**src/rtl/virtual_pin_bridge.sv**
```systemverilog
// Purpose: host-accessible virtual switches, pushbuttons, LED readback and
//          double-buffered parameter words for boards without physical I/O.
// Latency: reads return one cycle after host_read; writes take effect next cycle.
// Backpressure: none; the host may issue one read and/or one write every cycle.
//
// Ports:
//   clk_clk, reset_reset      single clock, synchronous active-high reset
//   led_in                    live LED state from the user design
//   sw_out, pb_out            virtual switches and pushbuttons
//   param_out                 live parameter words, word i at [i*PARAM_W +: PARAM_W]
//   host_addr/write/wdata     word-addressed host write port
//   host_read/rdata/rvalid    host read port, data valid one cycle after the strobe
//   irq                       LED-change interrupt (gated by irq_en)
module virtual_pin_bridge #(
  parameter int LED_W           = 64,
  parameter int SW_W            = 10,
  parameter int PB_W            = 2,
  parameter int N_PARAM         = 3,
  parameter int PARAM_W         = 32,
  parameter int PB_PULSE_CYCLES = 50000,
  parameter int AUTO_COMMIT     = 0
) (
  input  logic                       clk_clk,
  input  logic                       reset_reset,
  input  logic [LED_W-1:0]           led_in,
  output logic [SW_W-1:0]            sw_out,
  output logic [PB_W-1:0]            pb_out,
  output logic [N_PARAM*PARAM_W-1:0] param_out,
  input  logic [5:0]                 host_addr,
  input  logic                       host_write,
  input  logic [31:0]                host_wdata,
  input  logic                       host_read,
  output logic [31:0]                host_rdata,
  output logic                       host_rvalid,
  output logic                       irq
);

  localparam logic [31:0] PB_RELOAD = 32'(PB_PULSE_CYCLES);
  localparam logic [7:0]  N_PARAM_B = 8'(N_PARAM);

  logic [SW_W-1:0]            sw_q, sw_d;
  logic [PB_W-1:0]            pb_q, pb_d;
  logic [31:0]                pb_cnt_q, pb_cnt_d;
  logic [N_PARAM*PARAM_W-1:0] shadow_q, shadow_d;
  logic [N_PARAM*PARAM_W-1:0] live_q, live_d;
  logic [31:0]                led_hold_q, led_hold_d;
  logic [LED_W-1:0]           led_prev_q, led_prev_d;
  logic                       prev_vld_q, prev_vld_d;
  logic                       led_changed_q, led_changed_d;
  logic                       commit_pending_q, commit_pending_d;
  logic                       irq_en_q, irq_en_d;
  logic                       irq_q, irq_d;
  logic [31:0]                rdata_q, rdata_d;
  logic                       rvalid_q, rvalid_d;

  // Zero-extended view so the LED_HI half reads 0 for narrow LED buses.
  logic [63:0] led_ext;
  assign led_ext = 64'(led_in);

  logic wr_ctrl, wr_sw, wr_pb, rd_led_lo, led_set;
  logic [PB_W-1:0] pb_wdat;
  assign wr_ctrl   = host_write && (host_addr == 6'h01);
  assign wr_sw     = host_write && (host_addr == 6'h02);
  assign wr_pb     = host_write && (host_addr == 6'h03);
  assign rd_led_lo = host_read  && (host_addr == 6'h04);
  assign pb_wdat   = host_wdata[PB_W-1:0];
  // prev_vld_q masks the bogus compare against the reset value of led_prev_q.
  assign led_set   = prev_vld_q && (led_in != led_prev_q);

  always_comb begin
    sw_d             = sw_q;
    pb_d             = pb_q;
    pb_cnt_d         = pb_cnt_q;
    shadow_d         = shadow_q;
    live_d           = live_q;
    led_hold_d       = led_hold_q;
    led_prev_d       = led_in;
    prev_vld_d       = 1'b1;
    commit_pending_d = commit_pending_q;
    irq_en_d         = irq_en_q;
    irq_d            = led_changed_q & irq_en_q;
    rvalid_d         = host_read;
    rdata_d          = '0;

    if (wr_sw) sw_d = host_wdata[SW_W-1:0];

    if (PB_PULSE_CYCLES == 0) begin
      if (wr_pb) pb_d = pb_wdat;
    end else begin
      // A nonzero write reloads the shared timer; otherwise the timer runs down
      // and releases every button together when it reaches zero.
      if (wr_pb) pb_d = pb_q | pb_wdat;
      if (wr_pb && (pb_wdat != '0)) begin
        pb_cnt_d = PB_RELOAD;
      end else if (pb_cnt_q != '0) begin
        pb_cnt_d = pb_cnt_q - 32'd1;
        if (pb_cnt_q == 32'd1) pb_d = '0;
      end
    end

    for (int i = 0; i < N_PARAM; i++) begin
      if (host_write && (host_addr == 6'(16 + i))) begin
        shadow_d[i*PARAM_W +: PARAM_W] = host_wdata[PARAM_W-1:0];
        if (AUTO_COMMIT != 0) live_d[i*PARAM_W +: PARAM_W] = host_wdata[PARAM_W-1:0];
        else                  commit_pending_d = 1'b1;
      end
    end

    if (wr_ctrl) begin
      irq_en_d = host_wdata[2];
      if (host_wdata[0]) begin
        live_d           = shadow_q;
        commit_pending_d = 1'b0;
      end
    end

    // A new change wins over a coincident clear so no edge is lost.
    led_changed_d = led_set | (led_changed_q & ~(wr_ctrl & host_wdata[1]));

    // Latch the upper LED half with the lower read so a 64-bit value is coherent.
    if (rd_led_lo) led_hold_d = led_ext[63:32];

    if (host_read) begin
      case (host_addr)
        6'h00: rdata_d = {8'h02, N_PARAM_B, 14'd0, commit_pending_q, led_changed_q};
        6'h01: rdata_d = {29'd0, irq_en_q, 2'd0};
        6'h02: rdata_d = 32'(sw_q);
        6'h03: rdata_d = 32'(pb_q);
        6'h04: rdata_d = led_ext[31:0];
        6'h05: rdata_d = led_hold_q;
        default: begin
          for (int i = 0; i < N_PARAM; i++) begin
            if (host_addr == 6'(16 + i)) rdata_d = 32'(shadow_q[i*PARAM_W +: PARAM_W]);
            if (host_addr == 6'(32 + i)) rdata_d = 32'(live_q[i*PARAM_W +: PARAM_W]);
          end
        end
      endcase
    end
  end

  always_ff @(posedge clk_clk) begin
    if (reset_reset) begin
      sw_q             <= '0;
      pb_q             <= '0;
      pb_cnt_q         <= '0;
      shadow_q         <= '0;
      live_q           <= '0;
      led_hold_q       <= '0;
      led_prev_q       <= '0;
      prev_vld_q       <= 1'b0;
      led_changed_q    <= 1'b0;
      commit_pending_q <= 1'b0;
      irq_en_q         <= 1'b0;
      irq_q            <= 1'b0;
      rdata_q          <= '0;
      rvalid_q         <= 1'b0;
    end else begin
      sw_q             <= sw_d;
      pb_q             <= pb_d;
      pb_cnt_q         <= pb_cnt_d;
      shadow_q         <= shadow_d;
      live_q           <= live_d;
      led_hold_q       <= led_hold_d;
      led_prev_q       <= led_prev_d;
      prev_vld_q       <= prev_vld_d;
      led_changed_q    <= led_changed_d;
      commit_pending_q <= commit_pending_d;
      irq_en_q         <= irq_en_d;
      irq_q            <= irq_d;
      rdata_q          <= rdata_d;
      rvalid_q         <= rvalid_d;
    end
  end

  assign sw_out      = sw_q;
  assign pb_out      = pb_q;
  assign param_out   = live_q;
  assign host_rdata  = rdata_q;
  assign host_rvalid = rvalid_q;
  assign irq         = irq_q;

endmodule

```
**config.mk**
```make
export PLATFORM = sky130hd
export DESIGN_NAME = virtual_pin_bridge
export DESIGN_NICKNAME = d
export VERILOG_FILES = /design/src/rtl/virtual_pin_bridge.sv
export SDC_FILE = /design/constraint.sdc
export NUM_CORES = 1
export LEC_CHECK = 0
export CAP_MARGIN = 10
export CORE_AREA = 5 5 174 176
export CTS_CLUSTER_DIAMETER = 50
export DETAILED_ROUTE_END_ITERATION = 10
export DIE_AREA = 0 0 179 181
export PLACE_DENSITY = 0.85
export SYNTH_ARGS = -nofsm -noshare
export SYNTH_HDL_FRONTEND = slang
export SYNTH_SLANG_ARGS = --single-unit
```
**constraint.sdc**
```tcl
create_clock -name clk_clk -period 3.4 [get_ports clk_clk]
set_input_delay 0.85 -clock clk_clk [delete_from_list [all_inputs] [get_ports clk_clk]]
set_output_delay 0.85 -clock clk_clk [all_outputs]
set_load 0.005 [all_outputs]
```
Yosys cells after proc, flatten, opt, wreduce, memory -nomap -nowiden:

Index checks and enable logic that the tools add are counted.

* input port bits: 106
* flip-flop bits (word level): 370

* add/subtract/negate cells: 1
* reductions and logical operators: 16
* eq/ne operators: 13
* mux-type cells: 19
* bitwise logic cells: 7

Operator list (count)
* $mux W32: 6
* $pmux W32 S6: 1
* $ne A64 B64 Y1: 1
* $eq A32 B1 Y1 const B: 1
* $mux W16: 2
* $reduce_bool A32 Y1: 1
* $sub A32 B1 Y32 const B: 1
* $eq A6 B5 Y1 const B: 3
* $eq A6 B6 Y1 const B: 3
* $eq A6 B2 Y1 const B: 2
* $eq A6 B3 Y1 const B: 2
* $logic_and A1 B1 Y1: 9
* $mux W2: 4
* $eq A6 B1 Y1 const B: 1
* $logic_not A6 Y1: 1
* $mux W1: 6
* $reduce_bool A2 Y1: 2
* $reduce_or A2 Y1: 2
* $and A1 B1 Y1: 3
* $not A1 Y1: 2
* $or A2 B2 Y2: 1
* $reduce_and A2 Y1: 1
* $or A1 B1 Y1: 1

Logic depth before layout (Yosys ltp):

Gate-level depths: netlist of the first run.

* depth after elaboration: 8
* gate-level depth with buffers: 9
* depth with buffers taken out: 7

Worst setup path after synthesis of the first run:

No wires, ideal clock.

* kind: input to register
* start point: input port host_addr[5]
* end point: register rdata_q[20], in the netlist host_rdata[20]
* buffers on the path: 2
* stages on the path: 6
* arrival: 2746 ps
* setup time: 95 ps
* data required time: 3305 ps
* path slack: 559 ps
* cell sequence: clkbuf_1 or4b_2 nor3b_1 clkbuf_1 a22oi_1 a221oi_1

* word-level cells in the longest chain between the ends: 8
* elaborated cells on any way between the ends: 19
* classes of those cells: eq/ne (11); mux (7); reduce/logical (1)

RTL lines
* start: declaration: RTL line 29 `input logic [5:0] host_addr,`
* $eq A6 B5 Y1: RTL line 133 `if (host_addr == 6'(16 + i)) rdata_d = 32'(shadow_q[i*PARAM_W +: PARAM_W]);`
* $mux W32: RTL line 133
* $mux W32: RTL line 134 `if (host_addr == 6'(32 + i)) rdata_d = 32'(live_q[i*PARAM_W +: PARAM_W]);`
* $mux W32: RTL line 133
* $mux W32: RTL line 134
* $mux W32: RTL line 133
* $mux W32: RTL line 134
* $pmux W32 S6 *: RTL line 124 `case (host_addr)`
* end signal: assignment: RTL line 170 `rdata_q <= rdata_d;`
* end: declaration: RTL line 53 `logic [31:0] rdata_q, rdata_d;`

Every way passes the cells marked *; elsewhere a longest branch is shown, timed or not.
A chain may end at the register's enable or synchronous reset.

Final worst setup path of the first run:

* start point: input port host_addr[2]
* end point: register rdata_q[10], in the netlist host_rdata[10]

The elaborated chain is that of the path after synthesis.

==> summary.md, run 1 <==
| Metric | Value |
|---|---|
| Fillers | 2273 |
| Worst slew pin tran | 0.999 ns |
| H-tree levels | 2 |
| Initial antenna violation count | 0 |
| DR top layer | met4 |
| Most frequent cells in the layout | 480 x nand2_1, 370 x dfxtp_1, 258 x a21oi_1 |
| Met3 WL | 4570 µm |
| ANT nets after route | 0 |
| Clock share of power | 38.8% |
| Final wirelength | 48800 µm |
| Resized cells post-CTS | 0 |
| Final period util | 82.2% |
| Final net count | 2074 |
| Setup TNS | 0 ns |
| Drt first pass iters | 10 |
| Family with the most delay on the worst path | simple AND/OR/NAND/NOR gates |
| Vias in the first global route | 13500 |
| Met2 wire length | 23400 µm |
| Hold Violations, Final | 0 |
| Cell variety after synth | 56 |
| Total gr overflow | 0 |
| Fmax | 0.358 GHz |
| Logic pwr share | 17.8% |
| Slew HR | 33.4% |
| Reg2Reg Launch Point | pb_cnt_q[8] |
| YS warnings | 0 |
| P_sw | 3.06 mW |
| Status | completed |
| Maximum buffer depth of the clock tree | 3 |
| Core area | 28500 µm² |
| Seq/Total Area, Yosys | 49.8% |
| Detailed router's first-iteration violation count | 1945 |
| Sw frac | 28.1% |
| Reg clk slew, reported paths | 0.06 ns |
| Max_cap viols | 0 |
| Post-synth EDFFs | 0 |
| Buf/Inv on CP | 2 |
| CTS Buf Count | 38 |
| Setup WS post-layout | 0.606 ns |
| # Post-CTS Setup Buffers | 0 |
| PD cells | 569 nW/µm² |
| Ports | 248 |
| Setup WS pre-CTS | 0.0596 ns |
| # rows | 62 |
| Routed met1 length | 18300 µm |
| Most common cell after layout, fill and taps aside | nand2_1 |
| HPWL Detailed | 33700 µm |
| WHS | 0.459 ns |
| Maximum vdd drop | 0.645 mV |
| Flop-to-flop setup slack | 0.83 ns |
| Hold path start | led_hold_q[27] |
| DRC | 0 |
| CP Data Required Time | 3.80 ns |
| Startpoint types | input pin |
| Crit end category | flip-flop |
| Initial cell density of the core | 52.2% |
| Final setup viols | 0 |
| Diode count | 0 |
| Slowest-stage cell, CP | or4b_2 |
| Placer's final routability congestion estimate | 0.954 |
| Layout Utilization | 67.3% |
| First-pass GRT wire length | 74900 µm |
| Via Count | 14200 |
| Layout cells sized above 1 | 6.12% |
| Worst Skew | 0.0214 ns |
| Internal power | 7.83 mW |
| Cell chain of the critical path | clkdlybuf4s50_1 > or4b_2 > nor3b_2 > buf_12 > a22oi_1 > a221oi_1 |
| Hold/Removal Path Class | flip-flop to flip-flop |
| Async SR Flop Fraction | 0% |
| Mapped Area | 14900 µm² |
| Die X | 179 µm |
| Largest net degree at the start of global routing | 213 |
| Avg WL per Cell | 20.5 µm |
| Instance count of the mapped netlist | 1773 |
| Synth Register Bits | 370 |
| TritonCTS clock tree | yes |
| Critical Path Start | host_addr[2] |
| Clock sink count | 370 |
| Skew-Pair Late Insertion Delay | 0.53 ns |
| Leakage power | 6.39 nW |
| Die height | 181 µm |
| Crit path time final | 2.79 ns |
| Worst EP arrival | 3.19 ns |
| Ys flop type | dfxtp_1 |
| Root buf cell | clkbuf_16 |
| IO buf count | 247 |
| Mapped Nets | 1881 |
| Crit-path max FO | 32 |
| P&R area growth vs syn | 28.9% |
| Vias per Instance | 5.99 |
| CP max stage delay | 0.68 ns |
| RSZ-0062 raised after global routing | false |
| GRT Resource Usage Total | 28.9% |
| Sequential Power Share | 43.4% |
| Slew Limit Fails | 0 |
| WS Path Type | input pin to flip-flop |
| Mean Syn Cell Area | 8.39 µm² |
| DIE AREA | 32400 µm² |
| Hold-fix buffers, CTS | 0 |
==> final cells by class <==
type,count,area [µm²],share of cell area [%]
multi-input combinational,1258,6940,36.2
clock inverter,14,194,1.01
clock buffer,53,1070,5.57
sequential,370,7410,38.7
tap,384,480,2.51
inverter,5,18.8,0.0979
timing repair buffer,293,3060,16.0
==> layer usage <==
layer  up-vias  GRT usage, %
li1       6580             -
met1      6709          36.9
met2       804          47.9
met3       147          4.77
met4         0          13.2
met5         -             0
==> cell usage after synthesis, types with 13 or more instances <==
| library cell | n | area [µm²] |
|---|---|---|
| a21o_1 | 19 | 143 |
| a21oi_1 | 258 | 1290 |
| a221oi_1 | 38 | 333 |
| a222oi_1 | 34 | 340 |
| a22oi_1 | 27 | 203 |
| a31oi_1 | 15 | 93.8 |
| clkbuf_1 | 128 | 480 |
| dfxtp_1 | 370 | 7410 |
| nand2_1 | 482 | 1810 |
| nand4_1 | 18 | 113 |
| nor2_1 | 48 | 180 |
| nor2b_1 | 69 | 432 |
| o31ai_1 | 14 | 105 |
| or3_1 | 13 | 81.3 |
| or4_1 | 20 | 150 |
| xnor2_1 | 65 | 569 |
==> flip-flops by register name, indices dropped and copies added, names as in the netlist <==
name	flops
led_prev_q	64
irq_en_q	1
sw_out	10
param_out	96
led_hold_q	32
pb_cnt_q	32
host_rdata	32
host_rvalid	1
led_changed_q	1
commit_pending_q	1
irq	1
pb_out	2
prev_vld_q	1
shadow_q	96
==> worst paths after layout <==
| kind | endpoint | cells after the start |
|---|---|---|
| worst max-delay path | host_rdata[10] | 6 |
| worst min-delay path | led_hold_q[27] | 2 |
| worst max register to register | pb_cnt_q[28] | 5 |
| worst min register to register | led_hold_q[27] | 2 |
==> cells by family (layout without fill, tap and decap cells) <==
group                      after synthesis  count (layout)  share of synthesized area (%)
AOI/OAI and AO/OA                      462             462                           20.2
buffers and inverters                  145             365                           3.76
adders and majority gates                2               2                          0.168
DFF                                    370             370                           49.8
xor gates and xnor gates                67              67                           3.95
muxes                                    6               6                          0.404
and+or+nand+nor                        721             721                           21.7
==> worst min-delay path: cells and delay by family (launching register included) <==
kind             cells  cell delay (ns)
flip-flops           1             0.31
AND/OR/NAND/NOR      1             0.05
AO/OA/AOI/OAI        1             0.05
==> through the flow <==
stage / std cells / cell area [µm²] / total power, mW
CTS: 2377 / 19200 / 10.9
finish: 2377 / 19200 / 10.9
global placement: 2310 / 17900 / 6.62
global route: 2377 / 19200 / 11.3
detailed placement: 2310 / 17900 / 6.72
floorplan: 1773 / 14900 / 6.16
==> power groups by stage <==
stage	Sequential [mW]	Clock (mW)	Combinational, mW
floorplan	4.77	0	1.39
detailed placement	4.81	0	1.91
CTS	4.72	4.26	1.92
global placement	4.79	0	1.83
global route	4.75	4.44	2.15
finish	4.73	4.22	1.94
Power figures use the tool's default switching activity.
==> run 2: changes to the inputs <==
CORE_AREA = 5 5 182 184   (was 5 5 174 176)
DIE_AREA = 0 0 187 189   (was 0 0 179 181)
PLACE_DENSITY = 0.82   (was 0.85)
clock period = 2.26 ns   (was 3.4 ns; I/O delays follow)
==> run 2 against run 1 <==
The flow now finishes with violations (setup timing). Clock skew shrank 0.0069 ns. Final cell count up 7.5%. Wire length grew 7.7%. Clock power rose by 67%. Non-clock buffer count increased by 148. Highest routed layer is now met5.
==> summary.md, run 2 (synthesized netlist as in run 1, its figures left out) <==
| Metric | Value |
|---|---|
| WS Path Type | flip-flop to flip-flop (was input pin to flip-flop) |
| IO buf count | 247 (unchanged) |
| Maximum vdd drop | 1.21 mV (was 0.645 mV) |
| RSZ-0062 raised after global routing | true (was false) |
| Sw frac | 28.7% (was 28.1%) |
| Crit end category | flip-flop (unchanged) |
| Ports | 248 (unchanged) |
| ANT nets after route | 0 (unchanged) |
| Sequential Power Share | 37.5% (was 43.4%) |
| Most frequent cells in the layout | 479 x nand2_1, 367 x dfxtp_1, 255 x a21oi_1 (was 480 x nand2_1, 370 x dfxtp_1, 258 x a21oi_1) |
| Avg WL per Cell | 20.6 µm (was 20.5 µm) |
| CP Data Required Time | 2.72 ns (was 3.80 ns) |
| H-tree levels | 2 (unchanged) |
| Fin cells | 2555 (was 2377) |
| Worst Skew | 0.0145 ns (was 0.0214 ns) |
| Die X | 187 µm (was 179 µm) |
| Setup WS post-layout | -0.00775 ns (was 0.606 ns) |
| Detailed router's first-iteration violation count | 1842 (was 1945) |
| Placed cell areas | 19100 µm² (was 17900 µm²) |
| Die height | 189 µm (was 181 µm) |
| First-pass GRT wire length | 80300 µm (was 74900 µm) |
| Core area | 31200 µm² (was 28500 µm²) |
| Leakage power | 7.31 nW (was 6.39 nW) |
| DRC | 0 (unchanged) |
| Placer's final routability congestion estimate | 0.944 (was 0.954) |
| Clock share of power | 37.2% (was 38.8%) |
| Status | finished, violations left (was completed) |
| Via Count | 15000 (was 14200) |
| Crit path time final | 2.27 ns |
| Fin area | 20800 µm² (was 19200 µm²) |
| Layout Utilization | 66.6% (was 67.3%) |
| Drt first pass iters | 8 (was 10) |
| Cells after DPL | 2471 (was 2310) |
| DIE AREA | 35300 µm² (was 32400 µm²) |
| Layout cells sized above 1 | 15.0% (was 6.12%) |
| Final net count | 2225 (was 2074) |
| HPWL Detailed | 36700 µm (was 33700 µm) |
| Logic pwr share | 25.3% (was 17.8%) |
| P_sw | 5.44 mW (was 3.06 mW) |
| Worst slew pin tran | 1.11 ns (was 0.999 ns) |
| Vias in the first global route | 14600 (was 13500) |
| Clock sink count | 370 (unchanged) |
| P&R area growth vs syn | 39.9% (was 28.9%) |
| Most common cell after layout, fill and taps aside | nand2_1 (unchanged) |
| Skew-Pair Late Insertion Delay | 0.54 ns (was 0.53 ns) |
| PD cells | 912 nW/µm² (was 569 nW/µm²) |
| Slew HR | 25.9% (was 33.4%) |
| Slew Limit Fails | 0 (unchanged) |
| Worst EP arrival | 2.72 ns (was 3.19 ns) |
| GRT Resource Usage Total | 28.1% (was 28.9%) |
| Largest net degree at the start of global routing | 210 (was 213) |
| Failing checks | setup timing |
| Hold/Removal Path Class | input pin to flip-flop (was flip-flop to flip-flop) |
| Vias per Instance | 5.86 (was 5.99) |
| Setup WS pre-CTS | -0.723 ns (was 0.0596 ns) |
| Final period util | 100% |
| # rows | 65 (was 62) |
| Startpoint types | flip-flop (was input pin) |
| CTS Buf Count | 41 (was 38) |
| Final setup viols | 1 (was 0) |
| Crit-path max FO | 9 (was 32) |
| Hold Violations, Final | 0 (unchanged) |
| Internal power | 13.5 mW (was 7.83 mW) |
| Final wirelength | 52600 µm (was 48800 µm) |
| Reg clk slew, reported paths | 0.06 ns (about the same) |
| Initial cell density of the core | 47.6% (was 52.2%) |
| Max_cap viols | 0 (unchanged) |
| Fmax | 0.441 GHz |
| Initial antenna violation count | 5 (was 0) |
| Maximum buffer depth of the clock tree | 3 (unchanged) |
| TritonCTS clock tree | yes (unchanged) |
| Root buf cell | clkbuf_16 (unchanged) |
| Total gr overflow | 0 (unchanged) |
[run 2: through the flow]
stage	hold slack (ns)	power, mW	TNS (ns)
6_report	0.308	19.0	-0.00775
5_1_grt	0.295	19.7	-0.245
4_1_cts	0.290	18.2	0
3_5_place_dp	0.450	11.0	-130.00
3_3_place_gp	0.445	10.9	-121.88
2_1_floorplan	0.436	9.36	-0.734
[run 2: critical path, stage by stage (launching register included)]
cell and delay [ns]:
dfxtp_1 0.33, or4_4 0.59, nor4_4 0.33, nand2_1 0.09
buf_4 0.19, or4_4 0.50, a21oi_2 0.16
[run 2: routing by layer]
layer | global-route usage, % | vias to the layer above | part of all wire [%]
met1 | 34.3 | 7116 | 38
met4 | 14.6 | 2 | 5.6
met3 | 5.79 | 167 | 8.7
li1 | - | 6889 | -
met2 | 47.1 | 806 | 48
met5 | 0 | - | 0.021
[run 2: final cells by class]
type / count / area (µm²)
antenna: 5 / 12.5
clock buffer: 55 / 1160
clock inverter: 19 / 272
fill: 2422 / 10400
inverter: 5 / 18.8
multi-input combinational: 1258 / 7190
sequential: 370 / 7410
tap: 402 / 503
timing repair buffer: 441 / 4230
[run 2: final timing paths]
kind / from / endpoint / slack [ns] / depth (start not counted)
worst max-delay path: pb_cnt_q[6] / pb_cnt_q[27] / -0.008 / 6
worst min-delay path: reset_reset / pb_cnt_q[9] / 0.31 / 2
worst max register to register: pb_cnt_q[6] / pb_cnt_q[27] / -0.008 / 6
worst min register to register: led_hold_q[21] / led_hold_q[21] / 0.46 / 2
[run 2: power by group through the flow]
| stage | Sequential [mW] | Combinational, mW | Clock, mW |
|---|---|---|---|
| 6_report | 7.11 | 4.80 | 7.05 |
| 5_1_grt | 7.15 | 5.13 | 7.38 |
| 4_1_cts | 7.07 | 4.03 | 7.12 |
| 3_5_place_dp | 7.20 | 3.80 | 0 |
| 3_3_place_gp | 7.18 | 3.68 | 0 |
| 2_1_floorplan | 7.17 | 2.18 | 0 |
[run 2: repair_timing]
action | in CTS | in global routing
resized for setup | 21 | 38
pin swaps | 4 | 11
endpoints found under the setup margin | 104 | 51
setup buffers | 0 | 5
gates cloned | 0 | 1
hold buffers | 0 | 0
==> run 3: changes to the inputs <==
HOLD_SLACK_MARGIN = 0.05   (was default)
PLACE_DENSITY = 0.76   (was 0.82)
==> run 3 against run 2 <==
The run still ends with setup timing left. Wire length is 1.4% lower. Die area stayed put. Utilization is 0.35 points lower. Clock power is 7.1% lower. Sequential share of layout area is 0.20 points higher. Combinational power is 3% higher.
==> summary.md, run 3 (synthesized netlist as in run 1, its figures left out) <==
| Metric | Value |
|---|---|
| Status | finished, violations left (unchanged) |
| Failing checks | setup timing (unchanged) |
| CP Data Required Time | 2.71 ns (was 2.72 ns) |
| P_sw | 5.27 mW (was 5.44 mW) |
| Initial cell density of the core | 47.6% (unchanged) |
| Global routing usage on met1 | 34.1% (was 34.3%) |
| TritonCTS clock tree | yes (unchanged) |
| Slew HR | 42.9% (was 25.9%) |
| Worst Reg-to-Reg Cells | 5 (was 6) |
| Die height | 189 µm (unchanged) |
| Hold/Removal Path Class | input pin to flip-flop (unchanged) |
| GRT met3 Usage | 4.83% (was 5.79%) |
| Reg clk slew, reported paths | 0.06 ns (about the same) |
| Cells after DPL | 2469 (was 2471) |
| Hold Violations, Final | 0 (unchanged) |
| WS Path Type | flip-flop to flip-flop (unchanged) |
| Maximum buffer depth of the clock tree | 3 (unchanged) |
| Detailed router's first-iteration violation count | 1733 (was 1842) |
| Layout Utilization | 66.2% (was 66.6%) |
| ANT nets after route | 0 (unchanged) |
| Internal power | 13.3 mW (was 13.5 mW) |
| Worst EP arrival | 2.77 ns (was 2.72 ns) |
| Final setup viols | 9 (was 1) |
| Clock sink count | 370 (unchanged) |
| Final period util | 103% (was 100%) |
| Core area | 31200 µm² (unchanged) |
| Final Power | 18.6 mW (was 19.0 mW) |
| PD cells | 898 nW/µm² (was 912 nW/µm²) |
| Clock share of power | 35.3% (was 37.2%) |
| Crit end category | flip-flop (unchanged) |
| # rows | 65 (unchanged) |
| Placer's final routability congestion estimate | 0.885 (was 0.944) |
| Final wirelength | 51800 µm (was 52600 µm) |
| Drt first pass iters | 8 (unchanged) |
| Avg WL per Cell | 20.3 µm (was 20.6 µm) |
| CTS Buf Count | 39 (was 41) |
| RSZ-0062 raised after global routing | true (unchanged) |
| GRT Resource Usage Total | 27.5% (was 28.1%) |
| Vias per Instance | 5.81 (was 5.86) |
| Fin area | 20700 µm² (was 20800 µm²) |
| Ports | 248 (unchanged) |
| Largest net degree at the start of global routing | 187 (was 210) |
| Skew-Pair Late Insertion Delay | 0.52 ns (was 0.54 ns) |
| Crit-path max FO | 4 (was 9) |
| Slew Limit Fails | 0 (unchanged) |
| Layout cells sized above 1 | 14.5% (was 15.0%) |
| Startpoint types | flip-flop (unchanged) |
| HPWL Detailed | 36600 µm (was 36700 µm) |
| Root buf cell | clkbuf_16 (unchanged) |
| Fillers | 2552 (was 2422) |
| Placed cell areas | 19100 µm² (about the same) |
| GR peak layer | met2 (unchanged) |
| Min-Delay Path Depth | 2 (unchanged) |
| Crit path time final | 2.32 ns (was 2.27 ns) |
| Via Count | 14800 (was 15000) |
| IO buf count | 247 (unchanged) |
| Logic pwr share | 26.6% (was 25.3%) |
| Worst Skew | 0.0127 ns (was 0.0145 ns) |
| Sequential Power Share | 38.1% (was 37.5%) |
| DRC | 0 (unchanged) |
| Fmax | 0.430 GHz (was 0.441 GHz) |
| Sw frac | 28.4% (was 28.7%) |
| Final net count | 2226 (was 2225) |
| DIE AREA | 35300 µm² (unchanged) |
| Most common cell after layout, fill and taps aside | nand2_1 (unchanged) |
| Die X | 187 µm (unchanged) |
| H-tree levels | 2 (unchanged) |
| Leakage power | 7.26 nW (was 7.31 nW) |
| Setup WS post-layout | -0.0645 ns (was -0.00775 ns) |
| Setup WS pre-CTS | -0.611 ns (was -0.723 ns) |
| Met2 usage | 48.2% (was 47.1%) |
| Max_cap viols | 0 (unchanged) |
| Worst slew pin tran | 0.857 ns (was 1.11 ns) |
| First-pass GRT wire length | 78900 µm (was 80300 µm) |
| Fin cells | 2548 (was 2555) |
| Initial antenna violation count | 2 (was 5) |
| P&R area growth vs syn | 39.1% (was 39.9%) |
| Maximum vdd drop | 1.06 mV (was 1.21 mV) |
| Most frequent cells in the layout | 480 x nand2_1, 366 x dfxtp_1, 256 x a21oi_1 (was 479 x nand2_1, 367 x dfxtp_1, 255 x a21oi_1) |
| Vias in the first global route | 14300 (was 14600) |
| Hold-fix buffers, CTS | 0 (unchanged) |
| Total gr overflow | 0 (unchanged) |
-- run 3: cell count changes in the layout (fill, tap and decap cells not counted), sizes merged, moves of 2 or more --
| cell | delta |
|---|---|
| bufinv | -3 |
| clkinv | -6 |
| inv | -4 |
| buf | +3 |
| clkinvlp | +2 |
| clkbuf | +3 |
| diode | -2 |
-- run 3: routing by layer --
layer | up-vias | wire length [µm]
met2 | 715 | 25700
li1 | 6887 | -
met1 | 7078 | 19700
met3 | 120 | 4380
met4 | 0 | 1950
met5 | - | 0
-- run 3: timing repair --
action | in CTS | in global routing
pin swaps | 6 | 8
resized for setup | 21 | 30
gates cloned | 1 | 0
setup endpoints to repair | 78 | 125
buffers inserted | 7 | 2
-- run 3: worst paths after layout --
| path | from | endpoint | slack, ns |
|---|---|---|---|
| max | pb_cnt_q[23] | pb_cnt_q[28] | -0.06 |
| min | reset_reset | shadow_q[71] | 0.33 |
| max reg2reg | pb_cnt_q[23] | pb_cnt_q[28] | -0.06 |
| min reg2reg | led_hold_q[14] | led_hold_q[14] | 0.46 |
-- run 3: cell type report --
class | count | area, µm² | area share (%)
sequential | 370 | 7410 | 35.8
clock buffer | 58 | 1190 | 5.75
inverter | 5 | 18.8 | 0.0907
clock inverter | 8 | 126 | 0.611
antenna | 3 | 7.51 | 0.0363
timing repair buffer | 444 | 4300 | 20.8
multi-input combinational | 1258 | 7130 | 34.5
tap | 402 | 503 | 2.43
-- run 3: power by group through the flow --
| stage | Clock [mW] | Combinational, mW | Sequential [mW] |
|---|---|---|---|
| floorplan | 0 | 2.18 | 7.17 |
| global placement | 0 | 3.72 | 7.17 |
| detailed placement | 0 | 3.85 | 7.19 |
| CTS | 6.59 | 4.41 | 7.05 |
| global route | 6.91 | 5.32 | 7.11 |
| finish | 6.55 | 4.93 | 7.08 |
-- run 3: metrics by stage --
stage	hold slack [ns]	TNS, ns
6_report	0.331	-0.264
5_1_grt	0.329	-1.32
4_1_cts	0.318	-0.0803
3_5_place_dp	0.446	-130.75
3_3_place_gp	0.443	-115.77
2_1_floorplan	0.436	-0.734
-- run 3: critical path: stages, from the launching register on --
cell,delay [ns]
dfxtp_2,0.33
or4_4,0.55
or3_4,0.42
or3_4,0.35
or4_1,0.48
a21oi_1,0.13
